File: config.mk
export PLATFORM = sky130hd
export DESIGN_NAME = jtag_shift_engine
export DESIGN_NICKNAME = d
export VERILOG_FILES = /design/src/rtl/jtag_shift_engine.sv
export SDC_FILE = /design/constraint.sdc
export NUM_CORES = 1
export LEC_CHECK = 0
export BUFFER_PORTS_ARGS = -buffer_cell sky130_fd_sc_hd__buf_2
export CAP_MARGIN = 20
export CORE_ASPECT_RATIO = 1.2
export CORE_MARGIN = 2
export CORE_UTILIZATION = 40
export DETAILED_ROUTE_END_ITERATION = 8
export PLACE_DENSITY = 0.57
export RECOVER_POWER = 100
export SLEW_MARGIN = 20
export SYNTH_ARGS = -nofsm -noshare
export SYNTH_HDL_FRONTEND = slang
export SYNTH_SLANG_ARGS = --single-unit
File: constraint.sdc
create_clock -name clk -period 3.7 [get_ports clk]
set_clock_uncertainty 0.15 [all_clocks]
set_input_delay 0.37 -clock clk [delete_from_list [all_inputs] [get_ports clk]]
set_output_delay 0.37 -clock clk [all_outputs]
set_load 0.01 [all_outputs]
File: src/rtl/jtag_shift_engine.sv
// jtag_shift_engine: command-driven JTAG TAP driver shifting tx words out on TDI/TMS and capturing TDO into rx words
module jtag_shift_engine #(
  parameter int DATA_W = 32,
  parameter int LEN_W = 16,
  parameter int DIV_W = 8
) (
  input  logic              clk,
  input  logic              rst_n,
  input  logic [DIV_W-1:0]  clk_div,
  input  logic              cmd_valid,
  output logic              cmd_ready,
  input  logic [1:0]        cmd_op,
  input  logic [LEN_W-1:0]  cmd_nbits,
  input  logic              tx_valid,
  output logic              tx_ready,
  input  logic [DATA_W-1:0] tx_data,
  output logic              rx_valid,
  input  logic              rx_ready,
  output logic [DATA_W-1:0] rx_data,
  output logic              tck,
  output logic              tms,
  output logic              tdi,
  input  logic              tdo,
  output logic              busy
);
  localparam int WW = $clog2(DATA_W);
  typedef enum logic [2:0] {IDLE, LOAD, TCK_LO, TCK_HI, PUSH, DONE} state_t;
  state_t state;
  logic [1:0] op;
  logic [LEN_W-1:0] total, cnt, cnt_n, lo_idx;
  logic [DIV_W-1:0] div, dcnt;
  logic [WW-1:0] wcnt, wcnt_n;
  logic [DATA_W-1:0] sh;
  logic scan, last, bound, lo_bit, nxt_tms, nxt_tdi;
  assign busy = state != IDLE;
  // Next-bit bookkeeping and the tms/tdi values presented when a TCK_LO phase is entered
  always_comb begin
    scan = op[1];
    cnt_n = cnt + 1'b1;
    wcnt_n = wcnt + 1'b1;
    last = cnt_n == total;
    bound = wcnt == WW'(DATA_W - 1);
    lo_bit = (state == LOAD) ? tx_data[0] : sh[wcnt_n];
    lo_idx = (state == LOAD) ? cnt : cnt_n;
    nxt_tms = (op == 2'd0) ? (lo_idx < LEN_W'(5)) :
              (op == 2'd1) ? lo_bit :
              (op == 2'd3) && (lo_idx == total - LEN_W'(1));
    nxt_tdi = scan & lo_bit;
  end
  // Main FSM: TCK phase timing, tx/rx handshakes and registered pin outputs
  always_ff @(posedge clk) begin
    if (!rst_n) begin
      state <= IDLE;
      {tck, tms, tdi, tx_ready, rx_valid, cmd_ready} <= '0;
      rx_data <= '0;
      sh <= '0;
      op <= '0;
      total <= '0;
      cnt <= '0;
      div <= '0;
      dcnt <= '0;
      wcnt <= '0;
    end else begin
      case (state)
        IDLE: begin
          cmd_ready <= !(cmd_valid && cmd_ready);
          if (cmd_valid && cmd_ready) begin
            op <= cmd_op;
            total <= (cmd_op == 2'd0) ? LEN_W'(6) : cmd_nbits;
            div <= clk_div;
            cnt <= '0;
            wcnt <= '0;
            rx_data <= '0;
            state <= LOAD;
          end
        end
        LOAD: begin
          if (cnt == total) begin
            state <= DONE;
          end else if (op == 2'd0 || (tx_ready && tx_valid)) begin
            if (op != 2'd0) sh <= tx_data;
            tx_ready <= 1'b0;
            tms <= nxt_tms;
            tdi <= nxt_tdi;
            dcnt <= '0;
            state <= TCK_LO;
          end else begin
            tx_ready <= 1'b1;
          end
        end
        TCK_LO: begin
          dcnt <= (dcnt == div) ? '0 : dcnt + 1'b1;
          if (dcnt == div) begin
            tck <= 1'b1;
            rx_data[wcnt] <= tdo;
            state <= TCK_HI;
          end
        end
        TCK_HI: begin
          dcnt <= (dcnt == div) ? '0 : dcnt + 1'b1;
          if (dcnt == div) begin
            tck <= 1'b0;
            cnt <= cnt_n;
            wcnt <= bound ? '0 : wcnt_n;
            tms <= 1'b0;
            tdi <= 1'b0;
            if (scan && (last || bound)) begin
              rx_valid <= 1'b1;
              state <= PUSH;
            end else if (last) begin
              state <= DONE;
            end else if (bound) begin
              state <= LOAD;
            end else begin
              tms <= nxt_tms;
              tdi <= nxt_tdi;
              state <= TCK_LO;
            end
          end
        end
        PUSH: begin
          if (rx_ready) begin
            rx_valid <= 1'b0;
            rx_data <= '0;
            state <= (cnt == total) ? DONE : LOAD;
          end
        end
        default: begin
          {tck, tms, tdi} <= '0;
          cmd_ready <= 1'b1;
          state <= IDLE;
        end
      endcase
    end
  end
endmodule

==> results of run 1 <==
[registers in the layout, summed over array words and instances, names as in the netlist, 2 cells and up]
name and flops:
cnt 16, dcnt 8, div 8, op 2, rx_data 32, sh 32
state 3, total 16, wcnt 5
[layer usage]
layer / GRT usage, % / wire, microns
met1: 28.2 / 9360
met2: 36.5 / 10300
met3: 4.95 / 988
met4: 8.18 / 559
met5: 0 / 0
[power groups by stage]
| stage | registers (uW) | logic (uW) | clock network, uW |
|---|---|---|---|
| after floorplan | 1530 | 1050 | 0 |
| after global placement | 1580 | 1400 | 0 |
| after detailed placement | 1580 | 1390 | 0 |
| after CTS | 1550 | 1400 | 1730 |
| after global routing | 1560 | 1550 | 1800 |
| final | 1550 | 1400 | 1700 |
[worst max path at each step]
stage          depth (start not counted)    start  slack (ns)  end
2_1_floorplan                         12  wcnt[0]        0.63  tms
3_3_place_gp                          10  wcnt[0]        0.62  tms
3_5_place_dp                          10  wcnt[0]        0.49  tms
4_1_cts                               10  wcnt[0]        0.49  tms
5_1_grt                                9   cnt[1]        0.23  tdi
6_report                               9   cnt[1]        0.45  tdi
[placed cells by master, fill, tap and decap left out, types with 5 or more instances in the layout]
| cell | n |
|---|---|
| mux4_2 | 8 |
| clkbuf_1 | 43 |
| xor2_1 | 29 |
| and4_1 | 6 |
| dfxtp_1 | 128 |
| nor3_1 | 28 |
| ha_1 | 8 |
| xnor2_1 | 36 |
| mux2i_1 | 40 |
| buf_2 | 62 |
| clkbuf_16 | 17 |
| nor4_1 | 9 |
| nand3_1 | 25 |
| and2_1 | 11 |
| or3_1 | 5 |
| nor2_1 | 88 |
| buf_4 | 11 |
| nor3b_1 | 5 |
| a31oi_1 | 10 |
| inv_1 | 10 |
| and3_1 | 9 |
| nand4_1 | 16 |
| nand3b_1 | 6 |
| nand2_1 | 96 |
| a21oi_1 | 118 |
| o21ai_0 | 53 |
[kinds of logic (layout without fill, tap and decap cells)]
kind of cell	Yosys count	count (layout)
buf+inv	87	159
fa+ha+maj	8	8
simple gates	349	349
mux	49	49
flops	128	128
compound gates	221	221
xor+xnor	70	70
[critical path: stages, from the launching register on]
cell,delay (ns)
dfxtp_1,0.47
ha_1,0.51
and3_1,0.40
nand4_1,0.27
xnor2_1,0.25
a2111oi_2,0.07
and4_1,0.30
nand2b_1,0.19
a211o_1,0.33
o31ai_1,0.22
[through the flow]
step / area, sq um / setup slack, ns
detailed placement: 8060 / 0.494
global route: 8570 / 0.229
finish: 8570 / 0.451
global placement: 8060 / 0.616
floorplan: 7520 / 0.634
CTS: 8650 / 0.490
[area by class of cell]
class | count | area (sq um) | area share (%)
clock buffer | 19 | 443 | 5.17
clock inverter | 13 | 150 | 1.75
inverter | 11 | 42.5 | 0.496
multi-input combinational | 697 | 4490 | 52.4
sequential | 128 | 2560 | 29.9
tap | 252 | 315 | 3.68
timing repair buffer | 116 | 571 | 6.66
==> metrics.txt, run 1 <==
Via Count=6781; Sw Share=35.4%; Initial Utilization=41.1%; Max Slew Vio Count=44; Post-synth EDFFs=0; largest family of logic cells by synthesized area=simple AND/OR/NAND/NOR gates; Reg2Reg Depth=9; CTS tree=done; CP max FO=10; Int Pwr=3000 uW; fillers=1892; worst-margin pin slew=1.60 ns; period utilisation layout=87.8%; largest cells by area after synthesis=dfxtp_1 34%, a21oi_1 7.9%, mux2i_1 5.3%, nand2_1 4.8%, nor2_1 4.4%; Num CTS Buffers=17; setup bufs post-CTS=0; post-synthesis cell type count=84; number of synthesized register bits=128; slew margin rel.=-7.44%; status=complete, but fails checks; Adder-Cell Fraction of Synth Area=1.33%; initial DRC count=510; hold path startpoint=tx_data[16]; simple-gate share of the synthesized area=25.0%; die width=129 microns; Clock power frac=36.6%; total global routing overflow=0; Max Freq=0.308 GHz; Max Root-Sink Buffers=2; Placed Cells=1204; Comb pwr share=30.1%; Initial DRT Pass Iterations=4; post-synth top area share=34.1%; Post-Layout Cell Count=1236; Area growth syn-to-layout=14.0%; Avg WL per Cell=17.1 microns; H-Tree Depth=4; sequential power share=33.4%; predominant post-synthesis flop cell=dfxtp_1; post-route ant nets=0; DR DRC count=0; Worst Path Arrival=3.43 ns; hold path depth=3; Psw=1640 uW; post-synthesis xor/xnor area fraction=8.82%; layout cell share with drive strength beyond 1=15.0%; core box area=0.0183 sq mm; clock slew at reported path FFs=0.06 ns; Post-DP HPWL=15100 microns; ys async rst share=0%; Startpoint Class=flip-flop; VDD IR max=0.347 mV; Avg Cell Area, Syn=8.25 sq um; row count=54; post-synthesis mux area share=7.87%; final hold violations=0; most frequent cell after synthesis=dfxtp_1; violated checks=capacitance limit, slew limit; compound-cell area share of the yosys netlist=16.9%; final hold slack=0.0308 ns; crit path kind=flip-flop to flip-flop; clock sinks=128; Die Y=154 microns; max_cap viols=1; GRT Util Overall=22.1%; nets@finish=1043; Reg2Reg Launch Point=cnt[1]; setup TNS=0 ns; RR Endpoint=tdi; post-synth top area cell=dfxtp_1; global-route wire length before repair=35200 microns; # IOs=103; die area=0.0199 sq mm; CTS root buffer=clkbuf_16; PortBufs=102; gpl congestion=0.905; final core occ=46.8%; Tot Pwr=4640 uW; # diodes=0; initial antenna violation count=1; Pwr per Cell Area=542 mW/mm^2; Tmin final=3.25 ns; worst path required time=3.88 ns; unrepaired setup endpoints after global routing=false; Gate Count Post-Synth=912; synth cell count leaders=128 x dfxtp_1, 118 x a21oi_1, 96 x nand2_1; Post-CTS Resized=0; Synth Cell Area=0.00752 sq mm; largest net degree at the start of global routing=74; Leakage=0.00311 uW; # hold bufs at CTS=0; YS warnings=0; vias per inst=5.49; post-synthesis sequential area ratio=34.1%; syn_nets=984; total wire length=21200 microns; latest clock arrival within the worst-skew pair=0.42 ns; vias in the first global route=6673; Hold EP=sh[16]; crit end category=flip-flop; Hold Path Class=primary input to flip-flop; R2R setup slack=0.45 ns; setup violators final=0
(Power assumes the default switching activity.)
==> inputs of run 2 (changes only) <==
--- a/config.mk
+++ b/config.mk
@@ -13,6 +13,7 @@
 export DETAILED_ROUTE_END_ITERATION = 8
 export PLACE_DENSITY = 0.57
 export RECOVER_POWER = 100
+export SETUP_SLACK_MARGIN = 0.02
 export SLEW_MARGIN = 20
 export SYNTH_ARGS = -nofsm -noshare
 export SYNTH_HDL_FRONTEND = slang
==> constraint.sdc (replaced) <==
create_clock -name clk -period 3.62 [get_ports clk]
set_clock_uncertainty 0.15 [all_clocks]
set_input_delay 0.362 -clock clk [delete_from_list [all_inputs] [get_ports clk]]
set_output_delay 0.362 -clock clk [all_outputs]
set_load 0.01 [all_outputs]
==> metrics.txt, run 2 (synthesized netlist as in run 1, its figures left out) <==
worst-margin pin slew=1.29 ns (was 1.60 ns); initial antenna violation count=1 (unchanged); Tmin final=3.27 ns (was 3.25 ns); Leakage=0.00311 uW (about the same); unrepaired setup endpoints after global routing=false (unchanged); crit path kind=flip-flop to flip-flop (unchanged); Hold Path Class=primary input to flip-flop (unchanged); Via Count=6722 (was 6781); DR DRC count=0 (unchanged); Num CTS Buffers=17 (unchanged); H-Tree Depth=4 (unchanged); final instance area=0.00853 sq mm (was 0.00857 sq mm); setup TNS=0 ns (unchanged); CP Cell Sequence=xnor2_1 > nor3b_2 > nand4_1 > or2_1 > nand2_1 > nor3_4 > clkbuf_2 > mux2i_1 > nor2_1 (was ha_1 > and3_1 > nand4_1 > xnor2_1 > a2111oi_2 > and4_1 > nand2b_1 > a211o_1 > o31ai_1); CTS tree=done (unchanged); commonest non-fill, non-tap cell in the layout=dfxtp_1 (unchanged); largest net degree at the start of global routing=65 (was 74); die width=129 microns (unchanged); worst path required time=3.77 ns (was 3.88 ns); # IOs=103 (unchanged); latest clock arrival within the worst-skew pair=0.42 ns (about the same); slowest stage delay, CP=0.58 ns (was 0.51 ns); gpl congestion=0.886 (was 0.905); final hold violations=0 (unchanged); fillers=1886 (was 1892); Post-Layout Cell Count=1240 (was 1236); setup violators final=0 (unchanged); clock slew at reported path FFs=0.06 ns (about the same); Tot Pwr=4560 uW (was 4640 uW); period utilisation layout=90.2% (was 87.8%); PortBufs=102 (unchanged); multi-input logic area=0.00448 sq mm (was 0.00449 sq mm); layout cell share with drive strength beyond 1=15.2% (was 15.0%); Pwr per Cell Area=535 mW/mm^2 (was 542 mW/mm^2); GRT Util Overall=21.8% (was 22.1%); post-route ant nets=0 (unchanged); core box area=0.0183 sq mm (unchanged); most frequent cells in the layout=128 x dfxtp_1, 118 x a21oi_1, 96 x nand2_1, 89 x nor2_1, 63 x buf_2 (was 128 x dfxtp_1, 118 x a21oi_1, 96 x nand2_1, 88 x nor2_1, 62 x buf_2); status=complete, no violations (was complete, but fails checks); vias per inst=5.42 (was 5.49); Die Y=154 microns (unchanged); setup bufs post-CTS=0 (unchanged); global-route wire length before repair=34900 microns (was 35200 microns); Initial DRT Pass Iterations=5 (was 4); Post-DP HPWL=15000 microns (was 15100 microns); crit end category=flip-flop (unchanged); slew margin rel.=14.0% (was -7.44%); Post-CTS Resized=0 (unchanged); nets@finish=1047 (was 1043); total global routing overflow=0 (unchanged); Startpoint Class=flip-flop (unchanged); CP max FO=32 (was 10); CTS root buffer=clkbuf_16 (unchanged); slowest cell on the critical path=clkbuf_2 (was ha_1); Initial Utilization=41.1% (unchanged); clock sinks=128 (unchanged); final hold slack=0.0262 ns (was 0.0308 ns); Worst Path Buf+Inv=1 (was 0); Area growth syn-to-layout=13.4% (was 14.0%); # diodes=0 (unchanged); Worst Path Arrival=3.42 ns (was 3.43 ns); Max Slew Vio Count=0 (was 44); vias in the first global route=6647 (was 6673); FF/Latch Area=0.00256 sq mm (unchanged); Avg WL per Cell=16.9 microns (was 17.1 microns); die area=0.0199 sq mm (unchanged); Area after DPL=0.00809 sq mm (was 0.00806 sq mm); Largest regs=rx_data x32, sh x32 (unchanged); max_cap viols=0 (was 1); Placed Cells=1208 (was 1204); Max Freq=0.306 GHz (was 0.308 GHz); Max Root-Sink Buffers=2 (unchanged); family with the most delay on the worst path=simple AND/OR/NAND/NOR gates (unchanged); initial DRC count=477 (was 510); VDD IR max=0.376 mV (was 0.347 mV); total wire length=20900 microns (was 21200 microns); # hold bufs at CTS=0 (unchanged); row count=54 (unchanged)
run 2: path summary, 6_finish.rpt:
path                   start  endpoint  slack [ns]  cells after the start
setup / recovery     cnt[13]    sh[10]        0.35                      9
hold / removal    tx_data[6]     sh[6]        0.03                      3
setup reg to reg     cnt[13]    sh[10]        0.35                      9
hold reg to reg       div[0]    div[0]        0.32                      2
run 2: where the power goes:
group / switching, uW / total (uW) / internal (uW)
clock: 682 / 1580 / 901
combinational: 869 / 1400 / 532
sequential: 106 / 1580 / 1480
total: 1660 / 4560 / 2910
run 2: cell type report:
class | instances | area share (%)
tap | 252 | 3.70
sequential | 128 | 30.0
multi-input combinational | 697 | 52.5
inverter | 11 | 0.499
clock inverter | 14 | 1.23
timing repair buffer | 120 | 6.89
clock buffer | 18 | 5.15
run 2: worst min-delay path, delay by kind of cell:
kind / cells / cell delay, ns
buf+inv: 1 / 0.07
mux: 1 / 0.05
simple gates: 1 / 0.07
run 2: routing by layer:
metal	track usage [%]	wire, microns	vias to the layer above
li1	-	-	3360
met1	27.7	9160	3175
met2	36.5	10300	159
met3	4.70	971	28
met4	7.71	484	0
met5	0	0	-
run 2: metrics by stage:
step / setup WS [ns] / utilization, %
global route: 0.101 / 46.6
floorplan: 0.554 / -
global placement: 0.588 / 44.2
CTS: 0.437 / 47.1
finish: 0.354 / 46.6
detailed placement: 0.458 / 44.2
